File: config.mk
export PLATFORM = sky130hd
export DESIGN_NAME = wb_sequencer
export DESIGN_NICKNAME = d
export VERILOG_FILES = /design/src/rtl/wb_sequencer.sv
export SDC_FILE = /design/constraint.sdc
export NUM_CORES = 1
export LEC_CHECK = 0
export CORE_MARGIN = 2
export CORE_UTILIZATION = 45
export DETAILED_ROUTE_END_ITERATION = 10
export GPL_TIMING_DRIVEN = 0
export PLACE_DENSITY = 0.77
export SYNTH_ARGS = -nofsm -noshare
export SYNTH_HDL_FRONTEND = slang
export SYNTH_SLANG_ARGS = --single-unit
File: constraint.sdc
create_clock -name Clk -period 1.9 [get_ports Clk]
set_input_delay 0.38 -clock Clk [delete_from_list [all_inputs] [get_ports Clk]]
set_output_delay 0.38 -clock Clk [all_outputs]
set_load 0.02 [all_outputs]
File: src/rtl/wb_sequencer.sv
// wb_sequencer -- write-back sequencer; splits doubleword writes into two register-file writes. Rev 1.0
// Optional feature: define WB_G0_DISCARD_EN to suppress LE on any write whose RW is 0.
`default_nettype none

module wb_sequencer (
  input  logic        Clk,
  input  logic        Clr_n,
  input  logic        in_valid,
  output logic        in_ready,
  input  logic [4:0]  in_rd,
  input  logic        in_double,
  input  logic [31:0] in_data_hi,
  input  logic [31:0] in_data_lo,
  output logic [31:0] PW,
  output logic [4:0]  RW,
  output logic        LE,
  output logic        busy
);

  typedef enum logic [1:0] {
    S_IDLE = 2'd0,
    S_W1   = 2'd1,
    S_W2   = 2'd2
  } state_t;

  state_t      r_state;
  state_t      w_state_nxt;
  logic [3:0]  r_pair;
  logic        r_dbl;
  logic [31:0] r_lo;

  logic        w_accept;
  logic        w_second;
  logic        w_upd;
  logic        w_le_nxt;
  logic [4:0]  w_rw_nxt;
  logic [31:0] w_pw_nxt;

  assign in_ready = !((r_state == S_W1) && r_dbl);
  assign busy     = (r_state != S_IDLE);
  assign w_accept = in_valid && in_ready;
  assign w_second = (r_state == S_W1) && r_dbl;

  // Output flops are loaded with the values for the coming cycle, so an
  // accept at edge k presents its first word during cycle k..k+1.
  always_comb begin
    w_state_nxt = r_state;
    w_upd       = 1'b0;
    w_rw_nxt    = RW;
    w_pw_nxt    = PW;
    if (w_second) begin
      w_state_nxt = S_W2;
      w_upd       = 1'b1;
      w_rw_nxt    = {r_pair, 1'b1};
      w_pw_nxt    = r_lo;
    end else if (w_accept) begin
      w_state_nxt = S_W1;
      w_upd       = 1'b1;
      w_rw_nxt    = in_double ? {in_rd[4:1], 1'b0} : in_rd;
      w_pw_nxt    = in_data_hi;
    end else begin
      w_state_nxt = S_IDLE;
    end
  end

`ifdef WB_G0_DISCARD_EN
  assign w_le_nxt = w_upd && (w_rw_nxt != 5'd0);
`else
  assign w_le_nxt = w_upd;
`endif

  always_ff @(posedge Clk or negedge Clr_n) begin
    if (!Clr_n) begin
      r_state <= S_IDLE;
      PW      <= 32'd0;
      RW      <= 5'd0;
      LE      <= 1'b0;
    end else begin
      r_state <= w_state_nxt;
      PW      <= w_pw_nxt;
      RW      <= w_rw_nxt;
      LE      <= w_le_nxt;
    end
  end

  // Captured operation; only the pair index and low word are needed later,
  // the high word goes straight into PW.
  always_ff @(posedge Clk or negedge Clr_n) begin
    if (!Clr_n) begin
      r_pair <= 4'd0;
      r_dbl  <= 1'b0;
      r_lo   <= 32'd0;
    end else if (w_accept) begin
      r_pair <= in_rd[4:1];
      r_dbl  <= in_double;
      r_lo   <= in_data_lo;
    end
  end

endmodule

`default_nettype wire

==> results of run 1 <==
-- cell usage after synthesis --
cell type | n | share of area [%]
sky130_fd_sc_hd__nand2_1 | 38 | 3.8
sky130_fd_sc_hd__inv_2 | 1 | 0.10
sky130_fd_sc_hd__buf_12 | 4 | 2.1
sky130_fd_sc_hd__o21ai_1 | 36 | 4.8
sky130_fd_sc_hd__nand2b_1 | 38 | 6.3
sky130_fd_sc_hd__buf_2 | 7 | 0.93
sky130_fd_sc_hd__nand3b_4 | 1 | 0.53
sky130_fd_sc_hd__nand4b_1 | 36 | 8.4
sky130_fd_sc_hd__buf_4 | 13 | 2.6
sky130_fd_sc_hd__buf_6 | 2 | 0.60
sky130_fd_sc_hd__o211ai_1 | 36 | 7.2
sky130_fd_sc_hd__or2_1 | 1 | 0.17
sky130_fd_sc_hd__mux2i_1 | 37 | 9.9
sky130_fd_sc_hd__and2_1 | 1 | 0.17
sky130_fd_sc_hd__o211ai_2 | 1 | 0.33
sky130_fd_sc_hd__dfrtp_1 | 77 | 51
sky130_fd_sc_hd__clkbuf_1 | 6 | 0.60
-- worst max path at each step --
stage	to	slack, ps	start
finish	busy	60	r_state[0]
detailed placement	busy	-140	r_state[1]
global route	busy	20	r_state[0]
global placement	PW[8]	-2230	Clr_n
CTS	in_ready	5	r_state[0]
floorplan	busy	530	r_state[0]
-- kinds of logic after synthesis --
| family | after synthesis | share of synthesized area, % |
|---|---|---|
| AOI/OAI and AO/OA | 73 | 12.3 |
| buffers and inverters | 33 | 6.97 |
| DFF | 77 | 51.4 |
| muxes | 37 | 9.88 |
| and+or+nand+nor | 115 | 19.4 |
-- layer usage --
metal / vias to the layer above / global-route usage (%) / routed length (um)
li1: 1454 / - / -
met5: - / 0 / 0
met2: 101 / 37.5 / 4720
met4: 0 / 7.97 / 76
met1: 1459 / 30.4 / 4250
met3: 6 / 3.79 / 535
-- final cells by class --
class / count / share of cell area (%)
plain buffers: 31 / 4.88
clock buffers: 12 / 2.56
clock inverters: 4 / 2.27
inverters: 1 / 0.0711
multi-input cells: 225 / 29.6
flip-flops and latches: 77 / 36.5
well taps: 105 / 2.49
repair buffers: 113 / 21.7
-- critical path, stage by stage, from the launching register on --
cell and delay, ps:
sky130_fd_sc_hd__dfrtp_1 420, sky130_fd_sc_hd__buf_6 160, sky130_fd_sc_hd__buf_4 170, sky130_fd_sc_hd__or2_1 200, sky130_fd_sc_hd__buf_2 170
-- what timing repair did --
item,CTS,global route
resized for setup,4,2
cloned,0,0
hold endpoints to repair,27,0
hold buffers,1,0
endpoints found under the setup margin,1,2
-- flip-flops by register name (all words and copies together), names as in the netlist --
| register | flops |
|---|---|
| PW | 32 |
| r_lo | 32 |
| RW | 5 |
| r_pair | 4 |
| r_state | 2 |
| LE | 1 |
| r_dbl | 1 |
-- power breakdown --
part           internal, mW  leakage, nW  switching, mW
clock network          1.01        0.125          0.583
registers              2.03        0.927          0.215
logic                 0.899         1.17          0.910
total                  3.94         2.22           1.71
==> results.sh, run 1 <==
export IMPL_place_detailed_hpwl_um=6840
export IMPL_timing_reg2reg_setup_slack_ps=470
export IMPL_number_of_clock_sinks_seen_by_cts=77
export IMPL_finClkSkew_ps=12.0
export IMPL_postRouteAntennaNets=0
export IMPL_dpl_worst_slack_ps=-142
export IMPL_final_cells=568
export IMPL_routed_via_density=5.32
export IMPL_area_of_the_multi_input_gates_um2=1560
export IMPL_tightest_slew_ps=386
export IMPL_post_route_cell_area_um2=5280
export IMPL_totalWireLength_um=9580
export IMPL_critPathKind="flip-flop to output pin"
export IMPL_holdCritPathClass="primary input to async pin"
export IMPL_fin_total_pwr_mw=5.65
export IMPL_drive_above_1_share_pct=9.72
export IMPL_global_route_wire_length_before_repair_um=15800
export IMPL_final_critical_path_setup_slack_ps=57.9
export IMPL_via_count_of_the_first_global_routing_pass=3187
export IMPL_layout_cells_most_common="sky130_fd_sc_hd__clkdlybuf4s50_1"
export IMPL_syn_inst=335
export IMPL_clock_tree_buffer_depth=2
export IMPL_synth_area_per_cell_um2=11.2
export IMPL_start_kind="flip-flop"
export IMPL_antenna_cells=0
export IMPL_detailed_place_area_um2=5020
export IMPL_run_status="finished, final reports clean"
export IMPL_power_per_cell_area_nw_per_um2=1070
export IMPL_htree_levels=3
export IMPL_grt_max_degree=51
export IMPL_drt_initial_drc_count=152
export IMPL_final_period_minus_worst_setup_slack_ps=1840
export IMPL_critical_path_required_ps=1520
export IMPL_static_leak_nw=2.22
export IMPL_mappedNetlistNets=408
export IMPL_regToRegStartpoint="r_state[1]"
export IMPL_core_um2=8130
export IMPL_final_hold_worst_slack_ps=508
export IMPL_cts_tree="done"
export IMPL_dpl_cell_count=552
export IMPL_fin_nets=531
export IMPL_dieArea_um2=9080
export IMPL_fillCellCount=636
export IMPL_root_buffer="sky130_fd_sc_hd__clkbuf_8"
export IMPL_first_pass_iters=4
export IMPL_initial_core_util_pct=46.1
export IMPL_synth_sequential_area_ratio_pct=51.4
export IMPL_globalRouteTotalUtil_pct=22.7
export IMPL_portBuffers=111
export IMPL_antenna_found_initial=0
export IMPL_ioPinCount=113
export IMPL_drc=0
export IMPL_std_cell_rows=33
export IMPL_slew_headroom_pct=74.2
export IMPL_area_growth_synth_to_final_pct=40.8
export IMPL_synth_yosys_warnings=0
export IMPL_grt_overflow=0
export IMPL_routed_wire_length_per_instance_um=16.9
export IMPL_synth_lib_cells_used_distinct=17
export IMPL_ir_worst_vdd_mv=0.469
export IMPL_die_h_um=95.3
export IMPL_timing_final_max_slew_violations=0
export IMPL_fmax_mhz=543
export IMPL_worst_skew_pair_later_pin_latency_ps=340
export IMPL_ys_ff_latch=77
export IMPL_reg2reg_end="r_lo[30]"
export IMPL_clkTransAtPathRegs_ps=80
export IMPL_critical_path_arrival_ps=1460
export IMPL_finalSetupViolations=0
export IMPL_total_via_count_in_the_routed_design=3020
export IMPL_rsz0062_at_grt="no"
export IMPL_sequential_cell_area_um2=1930
export IMPL_crit_path_max_fanout=10
export IMPL_synthesis_area_um2=3750
export IMPL_worst_r2r_cell_count=4
export IMPL_period_share_pct=97.0
export IMPL_postLayoutCoreUtil_pct=64.9
export IMPL_tritoncts_num_buffers=9
export IMPL_gp_congestion=0.734
export IMPL_hold_violations=0
export IMPL_max_cap_violations=0
export IMPL_cts_setup_buffers=0
export IMPL_critPathCaptureType="output pin"
export IMPL_floorplan_die_width_um=95.3
export IMPL_fin_setup_tns_ps=0
export IMPL_final_cell_mix="108 x sky130_fd_sc_hd__clkdlybuf4s50_1, 77 x sky130_fd_sc_hd__dfrtp_1, 38 x sky130_fd_sc_hd__nand2b_1, 38 x sky130_fd_sc_hd__nand2_1, 37 x sky130_fd_sc_hd__mux2i_1"
No activity file was read; power rests on OpenSTA's default activity.
==> run 2, diff against run 1 <==
- ABC_AREA: not set -> 0
==> results of run 2 <==
The final DEF is identical to that of run 1; final timing and power are the same.
==> run 3, diff against run 2 <==
- CORE_UTILIZATION: 45 -> 35
- PLACE_DENSITY: 0.77 -> not set
==> results.sh, run 3 (synthesis results as in run 1) <==
export IMPL_slew_headroom_pct=71.7
export IMPL_total_via_count_in_the_routed_design=3041
export IMPL_grt_overflow=0
export IMPL_clock_tree_buffer_depth=2
export IMPL_rsz0062_at_grt="no"
export IMPL_totalWireLength_um=9880
export IMPL_worst_skew_pair_later_pin_latency_ps=350
export IMPL_dpl_cell_count=583
export IMPL_grt_max_degree=49
export IMPL_post_route_cell_area_um2=5260
export IMPL_globalRouteTotalUtil_pct=18.1
export IMPL_number_of_clock_sinks_seen_by_cts=77
export IMPL_cts_tree="done"
export IMPL_critPathCaptureType="output pin"
export IMPL_htree_levels=3
export IMPL_dieArea_um2=11600
export IMPL_root_buffer="sky130_fd_sc_hd__clkbuf_8"
export IMPL_clkTransAtPathRegs_ps=90
export IMPL_tightest_slew_ps=425
export IMPL_timing_final_max_slew_violations=0
export IMPL_first_pass_iters=4
export IMPL_critical_path_arrival_ps=1450
export IMPL_finClkSkew_ps=14.7
export IMPL_static_leak_nw=2.20
export IMPL_period_share_pct=96.4
export IMPL_run_status="finished, final reports clean"
export IMPL_floorplan_die_width_um=108
export IMPL_global_route_wire_length_before_repair_um=16300
export IMPL_regToRegStartpoint="r_state[1]"
export IMPL_routed_via_density=5.07
export IMPL_power_per_cell_area_nw_per_um2=1000
export IMPL_max_cap_violations=0
export IMPL_std_cell_rows=37
export IMPL_ioPinCount=113
export IMPL_worst_r2r_cell_count=4
export IMPL_fin_nets=532
export IMPL_layout_top_registers="PW: 32 flops, r_lo: 32 flops, RW: 5 flops"
export IMPL_finalSetupViolations=0
export IMPL_drt_initial_drc_count=80
export IMPL_final_cells=600
export IMPL_dpl_worst_slack_ps=-124
export IMPL_layout_cells_most_common="sky130_fd_sc_hd__clkdlybuf4s50_1"
export IMPL_drc=0
export IMPL_final_period_minus_worst_setup_slack_ps=1830
export IMPL_tritoncts_num_buffers=9
export IMPL_ir_worst_vdd_mv=0.366
export IMPL_critPathKind="flip-flop to output pin"
export IMPL_portBuffers=111
export IMPL_via_count_of_the_first_global_routing_pass=3172
export IMPL_postRouteAntennaNets=0
export IMPL_timing_reg2reg_setup_slack_ps=460
export IMPL_holdCritPathClass="primary input to async pin"
export IMPL_initial_core_util_pct=36.2
export IMPL_antenna_found_initial=0
export IMPL_final_critical_path_setup_slack_ps=68.1
export IMPL_final_cell_mix="108 x sky130_fd_sc_hd__clkdlybuf4s50_1, 77 x sky130_fd_sc_hd__dfrtp_1, 38 x sky130_fd_sc_hd__nand2b_1, 38 x sky130_fd_sc_hd__nand2_1, 37 x sky130_fd_sc_hd__mux2i_1"
export IMPL_place_detailed_hpwl_um=6980
export IMPL_core_um2=10400
export IMPL_crit_path_max_fanout=10
export IMPL_reg2reg_end="r_lo[7]"
export IMPL_detailed_place_area_um2=5060
export IMPL_antenna_cells=0
export IMPL_hold_violations=0
export IMPL_drive_above_1_share_pct=10.3
export IMPL_area_growth_synth_to_final_pct=40.2
export IMPL_start_kind="flip-flop"
export IMPL_gp_congestion=0.732
export IMPL_routed_wire_length_per_instance_um=16.5
export IMPL_die_h_um=108
export IMPL_final_hold_worst_slack_ps=490
export IMPL_critical_path_required_ps=1520
export IMPL_fmax_mhz=546
run 3: area by class of cell:
cell class	count	area [um2]
fill	970	5110
sequential	77	1930
multi-input combinational	225	1560
timing repair buffer	114	1150
buffer	31	254
tap	136	170
clock buffer	10	128
clock inverter	6	63.8
inverter	1	3.75
run 3: how the worst max path moves through the flow:
stage	end	slack, ps	from	depth (start not counted)
3_3_place_gp	PW[7]	-2340	Clr_n	1
2_1_floorplan	busy	530	r_state[0]	3
3_5_place_dp	busy	-120	r_state[1]	4
6_report	busy	70	r_state[0]	4
5_1_grt	busy	20	r_state[0]	4
4_1_cts	in_ready	1	r_state[0]	2
run 3: report_power, final:
| part | leakage (nW) | total, mW | internal (mW) | switching [mW] |
|---|---|---|---|---|
| sequential | 0.927 | 2.24 | 2.03 | 0.210 |
| clock | 0.0923 | 1.23 | 0.605 | 0.622 |
| combinational | 1.18 | 1.81 | 0.901 | 0.909 |
| total | 2.20 | 5.28 | 3.54 | 1.74 |
run 3: per-stage QoR:
step | power, mW | setup TNS [ps] | utilization, %
global route | 5.58 | 0 | 50.7
finish | 5.28 | 0 | 50.7
detailed placement | 4.10 | -124 | 48.8
global placement | 4.06 | -179870 | 48.5
CTS | 5.33 | 0 | 50.6
floorplan | 3.23 | 0 | -
run 3: layer usage:
metal | global-route usage [%] | vias up | share of wire, %
met5 | 0 | - | 0
met4 | 5.77 | 0 | 1.2
met3 | 3.45 | 8 | 4.8
met2 | 28.7 | 88 | 47
met1 | 25.0 | 1487 | 47
li1 | - | 1458 | -
run 3: timing repair:
| item | in CTS | in global routing |
|---|---|---|
| hold buffers | 1 | 0 |
| setup endpoints to repair | 1 | 2 |
| gates resized for setup | 4 | 1 |
| pin swaps | 0 | 0 |
| buffers inserted | 0 | 1 |
| hold endpoints to repair | 29 | 0 |
run 3: worst max-delay path, stage by stage, from the launching register on:
cell and delay, ps:
sky130_fd_sc_hd__dfrtp_1 390, sky130_fd_sc_hd__buf_4 180, sky130_fd_sc_hd__buf_4 180, sky130_fd_sc_hd__or2_1 200, sky130_fd_sc_hd__buf_2 170
